**config.mk**
```make
export PLATFORM = sky130hd
export DESIGN_NAME = conv_mac_engine
export DESIGN_NICKNAME = d
export VERILOG_FILES = /design/src/rtl/conv_mac_engine.sv
export SDC_FILE = /design/constraint.sdc
export NUM_CORES = 1
export LEC_CHECK = 0
export ABC_CLOCK_PERIOD_IN_PS = 21300
export CAP_MARGIN = 0
export CORE_UTILIZATION = 40
export CTS_CLUSTER_SIZE = 10
export DETAILED_ROUTE_END_ITERATION = 10
export MAX_ROUTING_LAYER = met4
export PLACE_DENSITY = 0.61
export SYNTH_ARGS = -nofsm -noshare
export SYNTH_HDL_FRONTEND = slang
export SYNTH_SLANG_ARGS = --single-unit
```
**constraint.sdc**
```tcl
create_clock -name clk -period 21.3 [get_ports clk]
set_input_delay 4.26 -clock clk [delete_from_list [all_inputs] [get_ports clk]]
set_output_delay 4.26 -clock clk [all_outputs]
set_load 0.05 [all_outputs]
```
**src/rtl/conv_mac_engine.sv**
```systemverilog
// Convolution MAC engine: loads a KxK weight vector and a bias from the weight loader,
// then produces one signed bias + sum(w*p) result per accepted window, one product per cycle.
module conv_mac_engine #(
    parameter int DATA_WIDTH  = 8,
    parameter int KERNEL_SIZE = 3,
    parameter int ACC_WIDTH   = 24
) (
    input  logic                                          clk,
    input  logic                                          rst,
    input  logic                                          load_start,
    output logic                                          sel_bias,
    input  logic [KERNEL_SIZE*KERNEL_SIZE*DATA_WIDTH-1:0] wl_data,
    output logic                                          weights_ready,
    input  logic                                          pix_valid,
    output logic                                          pix_ready,
    input  logic [KERNEL_SIZE*KERNEL_SIZE*DATA_WIDTH-1:0] pix_data,
    output logic                                          out_valid,
    input  logic                                          out_ready,
    output logic [ACC_WIDTH-1:0]                          out_data
);

    localparam int TAPS   = KERNEL_SIZE * KERNEL_SIZE;
    localparam int IDX_W  = (TAPS > 1) ? $clog2(TAPS) : 1;
    localparam int PROD_W = 2 * DATA_WIDTH;
    localparam logic [IDX_W-1:0] LAST_IDX = IDX_W'(TAPS - 1);

    typedef enum logic [2:0] {
        IDLE,
        LW_SET,
        LW_CAP,
        LB_SET,
        LB_CAP,
        READY,
        MAC,
        DONE
    } state_t;

    state_t state;
    state_t next_state;

    logic signed [DATA_WIDTH-1:0] w_reg [TAPS];
    logic signed [DATA_WIDTH-1:0] p_reg [TAPS];
    logic signed [DATA_WIDTH-1:0] bias_reg;
    logic signed [ACC_WIDTH-1:0]  acc;
    logic [IDX_W-1:0]             idx;

    logic signed [PROD_W-1:0]     prod;
    logic signed [ACC_WIDTH-1:0]  prod_ext;
    logic signed [ACC_WIDTH-1:0]  acc_next;
    logic                         accept;

    always_ff @(posedge clk or posedge rst) begin
        if (rst) begin
            state <= IDLE;
        end else begin
            state <= next_state;
        end
    end

    // A reload request in READY outranks a window arriving in the same cycle.
    always_comb begin
        next_state = state;
        sel_bias   = 1'b0;
        pix_ready  = 1'b0;
        out_valid  = 1'b0;
        accept     = 1'b0;
        unique case (state)
            IDLE: begin
                if (load_start) next_state = LW_SET;
            end
            LW_SET: next_state = LW_CAP;
            LW_CAP: next_state = LB_SET;
            LB_SET: begin
                sel_bias   = 1'b1;
                next_state = LB_CAP;
            end
            LB_CAP: begin
                sel_bias   = 1'b1;
                next_state = READY;
            end
            READY: begin
                pix_ready = 1'b1;
                if (load_start) begin
                    next_state = LW_SET;
                end else if (pix_valid) begin
                    accept     = 1'b1;
                    next_state = MAC;
                end
            end
            MAC: begin
                if (idx == LAST_IDX) next_state = DONE;
            end
            DONE: begin
                out_valid = 1'b1;
                if (out_ready) next_state = READY;
            end
            default: next_state = IDLE;
        endcase
    end

    always_comb begin
        prod     = w_reg[idx] * p_reg[idx];
        prod_ext = {{(ACC_WIDTH-PROD_W){prod[PROD_W-1]}}, prod};
        acc_next = acc + prod_ext;
    end

    always_ff @(posedge clk or posedge rst) begin
        if (rst) begin
            for (int i = 0; i < TAPS; i++) begin
                w_reg[i] <= '0;
                p_reg[i] <= '0;
            end
            bias_reg      <= '0;
            acc           <= '0;
            idx           <= '0;
            out_data      <= '0;
            weights_ready <= 1'b0;
        end else begin
            unique case (state)
                LW_CAP: begin
                    for (int i = 0; i < TAPS; i++) begin
                        w_reg[i] <= wl_data[i*DATA_WIDTH +: DATA_WIDTH];
                    end
                end
                LB_CAP: begin
                    bias_reg      <= wl_data[DATA_WIDTH-1:0];
                    weights_ready <= 1'b1;
                end
                READY: begin
                    if (load_start) begin
                        weights_ready <= 1'b0;
                    end else if (accept) begin
                        for (int i = 0; i < TAPS; i++) begin
                            p_reg[i] <= pix_data[i*DATA_WIDTH +: DATA_WIDTH];
                        end
                        acc <= {{(ACC_WIDTH-DATA_WIDTH){bias_reg[DATA_WIDTH-1]}}, bias_reg};
                        idx <= '0;
                    end
                end
                MAC: begin
                    // The final tap's sum goes straight to the output register.
                    acc <= acc_next;
                    idx <= idx + 1'b1;
                    if (idx == LAST_IDX) out_data <= acc_next;
                end
                default: begin
                end
            endcase
        end
    end

endmodule

```
==> reports/metrics.cfg, run 1 <==
[die]
die_h_um = 183.6
rows = 66
die_w_um = 183.6
floorplan.core_area_um2 = 32450
die_area_um2 = 33710
io_pins = 177
initial_utilization_pct = 40.64

[route]
drtPass1Iterations = 4
wl_per_cell_um = 18.31
first_iter_violations = 417
viasPerCell = 5.001
num_vias = 8146
drt_wl_total_um = 29830
antenna_left = 0
drc = 0

[global_routing]
grt_max_degree = 134
grt_pass1_vias = 8951
grt_pass1_wl_um = 49560
grt_overflow_total = 0
grt_usage_pct = 19.43
antenna_found_initial = 3

[setup_path]
slowest_delay_ns = 0.79
crit_fanout = 10
slowest_stage = clkdlybuf4s50_1
path_class = reg -> out
cp-start-kind = flop
path_cells = inv_1 -> nor3_2 -> a21o_1 -> clkdlybuf4s50_1
critical_path.top_delay_family = buffers and inverters
crit_required_ns = 17.04
cp.arrival_ns = 2.84
crit_buf_inv = 2
crit_path_end_kind = output port

[cts]
post_cts_buffers = 0
cts.sinks = 208
clock_latency_ns = 0.54
cts-resized-gates = 0
htree_levels = 1
clock_path_buffers = 3
clkSlewWorstSetupHoldPaths_ns = 0.06
cts_tree = built
cts_made_buffers = 25
cts-hold-fix-buffers = 0
cts_root_buf = clkbuf_16

[yosys]
ys_ff_latch = 208
syn_avg_cell_area_um2 = 13.16
syn_area_um2 = 13190
syn_nets = 1311
synthCells = 1002
synth_common_cells = 208 x dfrtp_1, 173 x mux2_2, 104 x fa_1, 95 x inv_1, 69 x nor2_1
synth_flop_cell = dfrtp_1
yosysSeqAreaShare_pct = 39.46
async_flop_share_pct = 100.0
synthMostInstantiatedCell = dfrtp_1
yosys.area.top_type_share_pct = 39.46
ys_types = 52
synth_top_cell_by_area = dfrtp_1
ys_warn_count = 0
yosys-top-cells-area = dfrtp_1 39%, fa_1 16%, mux2_2 15%
synth_edf_count = 0

[timing]
hold_viol_final = 0
maxSlewHeadroom_pct = 35.06
fin_skew_ns = 0.01028
worst_slew_pin_slew_ns = 0.9741
setup_tns_ns = 0
rsz0062_at_grt = false
finalCritPeriodShare_pct = 33.32
fin_crit_ns = 7.096
max_freq_mhz = 140.9
finalMaxSlewViolations = 0
finalSetupViolations = 0

[finish]
drive_gt1_share_pct = 21.20
n_fill_cell = 2884
nNetsFinal = 1484
syn_to_final_growth_pct = 22.03

[placed_design]
io_buffers = 176
post-dp-hpwl_um = 22230
place.gp.congestion = 0.8364

[hold_path]
hold_path.class = reg -> reg

[run]
drv_cap = 0

[status]
status = finished, final reports clean

-- final timing paths --
path / start / end / slack (ns) / depth (start not counted)
worst max-delay path: state[2] / sel_bias / 14.20 / 4
worst min register to register: acc[3] / acc[3] / 0.48 / 2
worst min-delay path: acc[3] / acc[3] / 0.48 / 2
worst max register to register: idx[0] / acc[20] / 14.39 / 22
min in group asynchronous: rst / out_data[3] / 4.32 / 2
max in group asynchronous: rst / idx[0] / 15.31 / 3
-- layout by cell type (no fill, tap or decap), types with 3 or more instances in the layout --
| cell type | n |
|---|---|
| nand4_1 | 3 |
| dfrtp_1 | 206 |
| inv_1 | 94 |
| a21oi_1 | 21 |
| or2_1 | 14 |
| o21bai_1 | 5 |
| a211oi_1 | 4 |
| fa_1 | 104 |
| and3_1 | 4 |
| nand2_1 | 31 |
| a221o_1 | 16 |
| a21o_1 | 5 |
| ha_1 | 56 |
| o21ai_0 | 13 |
| nand2b_1 | 4 |
| nand3_1 | 4 |
| buf_4 | 10 |
| diode_2 | 3 |
| a31oi_1 | 3 |
| a22oi_1 | 6 |
| xnor2_1 | 20 |
| mux2_2 | 173 |
| mux4_1 | 20 |
| a21oi_2 | 10 |
| mux4_2 | 12 |
| mux2i_1 | 17 |
| clkdlybuf4s50_1 | 176 |
| clkbuf_8 | 3 |
| a21oi_4 | 5 |
| clkbuf_1 | 7 |
| nor2b_1 | 8 |
| o21a_1 | 4 |
| xor2_1 | 8 |
| clkbuf_16 | 25 |
| nor2_1 | 67 |
-- worst min-delay path, cell delays in order (launching register included) --
cell and delay, ns:
dfrtp_1 0.34, nand2_1 0.05, nand2_1 0.05
-- logic make-up (layout without fill, tap and decap cells) --
| family | after synthesis | after routing | synth area share, % |
|---|---|---|---|
| adder cells (fa/ha/maj) | 160 | 160 | 21.10 |
| buffers and inverters | 136 | 318 | 4.496 |
| XOR/XNOR | 28 | 28 | 1.859 |
| AO/OA/AOI/OAI | 99 | 99 | 5.673 |
| other | 0 | 3 | 0 |
| flip-flops | 208 | 208 | 39.46 |
| AND/OR/NAND/NOR | 149 | 149 | 5.322 |
| multiplexers | 222 | 222 | 22.09 |
-- final cells by class --
cell class,instances,area [um^2],share of cell area (%)
inverter,96,367.9,2.285
antenna,3,7.507,0.04664
multi-input combinational,658,7410,46.04
timing repair buffer,186,1837,11.41
tap,442,553.0,3.436
sequential,208,5207,32.35
clock buffer,35,693.2,4.307
clock inverter,1,20.02,0.1244
-- through the flow --
step	worst slack [ns]	hold WS, ns	cell area, um^2	std cells	util, %
final	14.20	0.4800	16100	1629	49.60
after global routing	13.92	0.5075	16100	1629	49.60
after CTS	14.15	0.4878	16090	1626	49.57
after detailed placement	14.40	0.4745	15370	1590	47.37
after global placement	14.47	0.4673	15370	1590	47.37
after floorplan	11.36	0.4459	13190	1002	-
-- routing by layer --
metal / wire (um) / track usage, % / up-vias
li1: - / - / 3799
met1: 13920 / 26.40 / 4092
met2: 13100 / 28.88 / 204
met3: 2022 / 5.052 / 51
met4: 788 / 5.033 / 0
met5: 0 / - / -
Power of run 1 is not shown: default switching activity piles up to over one toggle a cycle in this logic, so the estimate is an artifact.
==> inputs of run 2 (changes only) <==
--- a/config.mk
+++ b/config.mk
@@ -5,13 +5,13 @@
 export SDC_FILE = /design/constraint.sdc
 export NUM_CORES = 1
 export LEC_CHECK = 0
-export ABC_CLOCK_PERIOD_IN_PS = 21300
+export ABC_CLOCK_PERIOD_IN_PS = 6500
 export CAP_MARGIN = 0
 export CORE_UTILIZATION = 40
 export CTS_CLUSTER_SIZE = 10
 export DETAILED_ROUTE_END_ITERATION = 10
 export MAX_ROUTING_LAYER = met4
-export PLACE_DENSITY = 0.61
+export PLACE_DENSITY = 0.64
 export SYNTH_ARGS = -nofsm -noshare
 export SYNTH_HDL_FRONTEND = slang
 export SYNTH_SLANG_ARGS = --single-unit
==> constraint.sdc (replaced) <==
create_clock -name clk -period 6.5 [get_ports clk]
set_input_delay 1.3 -clock clk [delete_from_list [all_inputs] [get_ports clk]]
set_output_delay 1.3 -clock clk [all_outputs]
set_load 0.05 [all_outputs]
==> reports/metrics.cfg, run 2 (synthesis gave the netlist of run 1 again) <==
[setup_path]
r2r_slack_ns = 0.26  ; -14.13 ns
critical_path.top_delay_family = adder cells
path_class = reg -> reg
regToRegStartpoint = idx[0]
reg2reg_depth = 21  ; -4.5%
cp.arrival_ns = 6.61  ; +3.77 ns
crit_buf_inv = 3  ; +1
crit_required_ns = 6.87  ; -10.17 ns
crit_path_end_kind = flop
crit_fanout = 10  ; unchanged
cp-start-kind = flop
slowest_delay_ns = 0.57  ; -0.22 ns
path_cells = buf_12 -> mux4_1 -> mux2i_1 -> nor2_1 -> a21oi_2 -> nor2_1 -> fa_1 -> inv_1 -> fa_1 -> fa_1 -> fa_1 -> inv_1 -> fa_1 -> ha_1 -> o21ai_1 -> o21ai_1 -> nand4_1 -> nand3_1 -> o31ai_2 -> xor2_1 -> o21ai_0
crit_start = idx[0]
cpMostUsedCell = fa_1
crit-reg2reg-capture = acc[20]
slowest_stage = mux4_1

[run]
drv_cap = 0  ; unchanged

[global_routing]
gr-usage-met3_pct = 5.943  ; +0.89 points
grt_overflow_total = 0  ; unchanged
grt_use_met1_pct = 26.38  ; about the same
grt_busiest_layer = met2
grt_max_degree = 175  ; +31%
grt_util_met2_pct = 30.14  ; +1.3 points
grt_usage_pct = 19.74  ; +0.31 points
grt_pass1_vias = 9012  ; +0.68%
grt_pass1_wl_um = 50240  ; +1.4%
antenna_found_initial = 4  ; +1

[cts]
cts_root_buf = clkbuf_16
cts_made_buffers = 25  ; unchanged
clock_path_buffers = 3  ; unchanged
htree_levels = 1  ; unchanged
clkSlewWorstSetupHoldPaths_ns = 0.06  ; about the same
cts_tree = built
cts-hold-fix-buffers = 0  ; unchanged
clock_latency_ns = 0.52  ; -0.02 ns
cts.sinks = 208  ; unchanged

[route]
antenna_left = 0  ; unchanged
viasPerCell = 5.063  ; +1.2%
wl_per_cell_um = 18.67  ; +1.9%
drtPass1Iterations = 4  ; unchanged
drt_wl_total_um = 30990  ; +3.9%
drc = 0  ; unchanged
num_vias = 8404  ; +3.2%
first_iter_violations = 392  ; -6.0%

[status]
status = finished, final reports clean

[timing]
hold_viol_final = 0  ; unchanged
fin_crit_ns = 6.242
fin_skew_ns = 0.008284  ; -0.001999 ns
max_freq_mhz = 160.2
finalSetupViolations = 0  ; unchanged
finalMaxSlewViolations = 0  ; unchanged
whs_ns = 0.4763  ; -0.003709 ns
rsz0062_at_grt = false
maxSlewHeadroom_pct = 24.11  ; -11 points
finalCritPeriodShare_pct = 96.04
setup_tns_ns = 0  ; unchanged
worst_slew_pin_slew_ns = 1.138  ; +0.1642 ns

[placed_design]
post-dp-hpwl_um = 23310  ; +4.8%
place_inst = 1616  ; +1.6%
place.gp.congestion = 0.9277  ; +11%
postPlaceCellArea_um2 = 15630  ; +1.7%
io_buffers = 176  ; unchanged

[finish]
final_cell_mix = 206 x dfrtp_1, 176 x clkdlybuf4s50_1, 173 x mux2_2
finalNonFillerCells = 1660  ; +1.9%
final_common_cell = dfrtp_1
drive_gt1_share_pct = 23.99  ; +2.8 points
final_area_um2 = 16460  ; +2.2%
syn_to_final_growth_pct = 24.77
nNetsFinal = 1515  ; +2.1%

[hold_path]
min_path_cells = 1  ; -1
hold_path.class = reg -> reg
min_delay_worst_endpoint = weights_ready
hp-start = weights_ready

[die]
die_w_um = 183.6  ; unchanged
floorplan.core_area_um2 = 32450  ; unchanged
die_area_um2 = 33710  ; unchanged
initial_utilization_pct = 40.64  ; unchanged
die_h_um = 183.6  ; unchanged
io_pins = 177  ; unchanged
rows = 66  ; unchanged

run 2: cell types whose count changed in the layout (fill, tap and decap cells not counted), sizes merged:
| cell | previous run | this run |
|---|---|---|
| buf | 10 | 40 |
| diode | 3 | 5 |
| clkinv | 0 | 1 |
| inv | 97 | 96 |
| clkbuf | 35 | 33 |
| clkinvlp | 0 | 1 |
run 2: metal layers:
| metal | vias up | wire, um |
|---|---|---|
| li1 | 3890 | - |
| met1 | 4301 | 13870 |
| met2 | 182 | 14410 |
| met3 | 31 | 2354 |
| met4 | 0 | 357 |
| met5 | - | 0 |
run 2: worst max path at each step:
stage	endpoint	slack (ns)	cells past startpoint
floorplan	acc[17]	0.23	20
global placement	acc[20]	0.10	24
detailed placement	acc[20]	-0.07	24
CTS	acc[20]	0.01	24
global route	acc[20]	0.009	22
finish	acc[20]	0.26	21
run 2: layout make-up:
type | instances | area, um^2
inverters | 96 | 364.1
fillers | 2833 | 16000
clock inverters | 2 | 13.76
flip-flops and latches | 208 | 5207
diodes | 5 | 12.51
repair buffers | 217 | 2166
multi-input cells | 658 | 7458
well taps | 442 | 553.0
clock buffers | 32 | 681.9
run 2: timing repair:
item | CTS | global route
buffers inserted | 0 | 4
pin swaps | 0 | 2
gates resized for setup | 1 | 13
setup endpoints to repair | 3 | 17
cloned | 0 | 1
run 2: per-stage QoR:
step | utilization, % | setup slack [ns]
detailed placement | 48.16 | -0.06913
CTS | 50.33 | 0.01075
global route | 50.70 | 0.008806
finish | 50.71 | 0.2576
floorplan | - | 0.2321
global placement | 48.16 | 0.1021
Power of run 2 is left out for the same reason.
==> inputs of run 3 (changes only) <==
--- a/config.mk
+++ b/config.mk
@@ -6,7 +6,6 @@
 export NUM_CORES = 1
 export LEC_CHECK = 0
 export ABC_CLOCK_PERIOD_IN_PS = 6500
-export CAP_MARGIN = 0
 export CORE_UTILIZATION = 40
 export CTS_CLUSTER_SIZE = 10
 export DETAILED_ROUTE_END_ITERATION = 10
==> results of run 3 <==
No change in the layout: final DEF, timing and power equal those of run 2.
Power of run 3 is left out for the same reason.
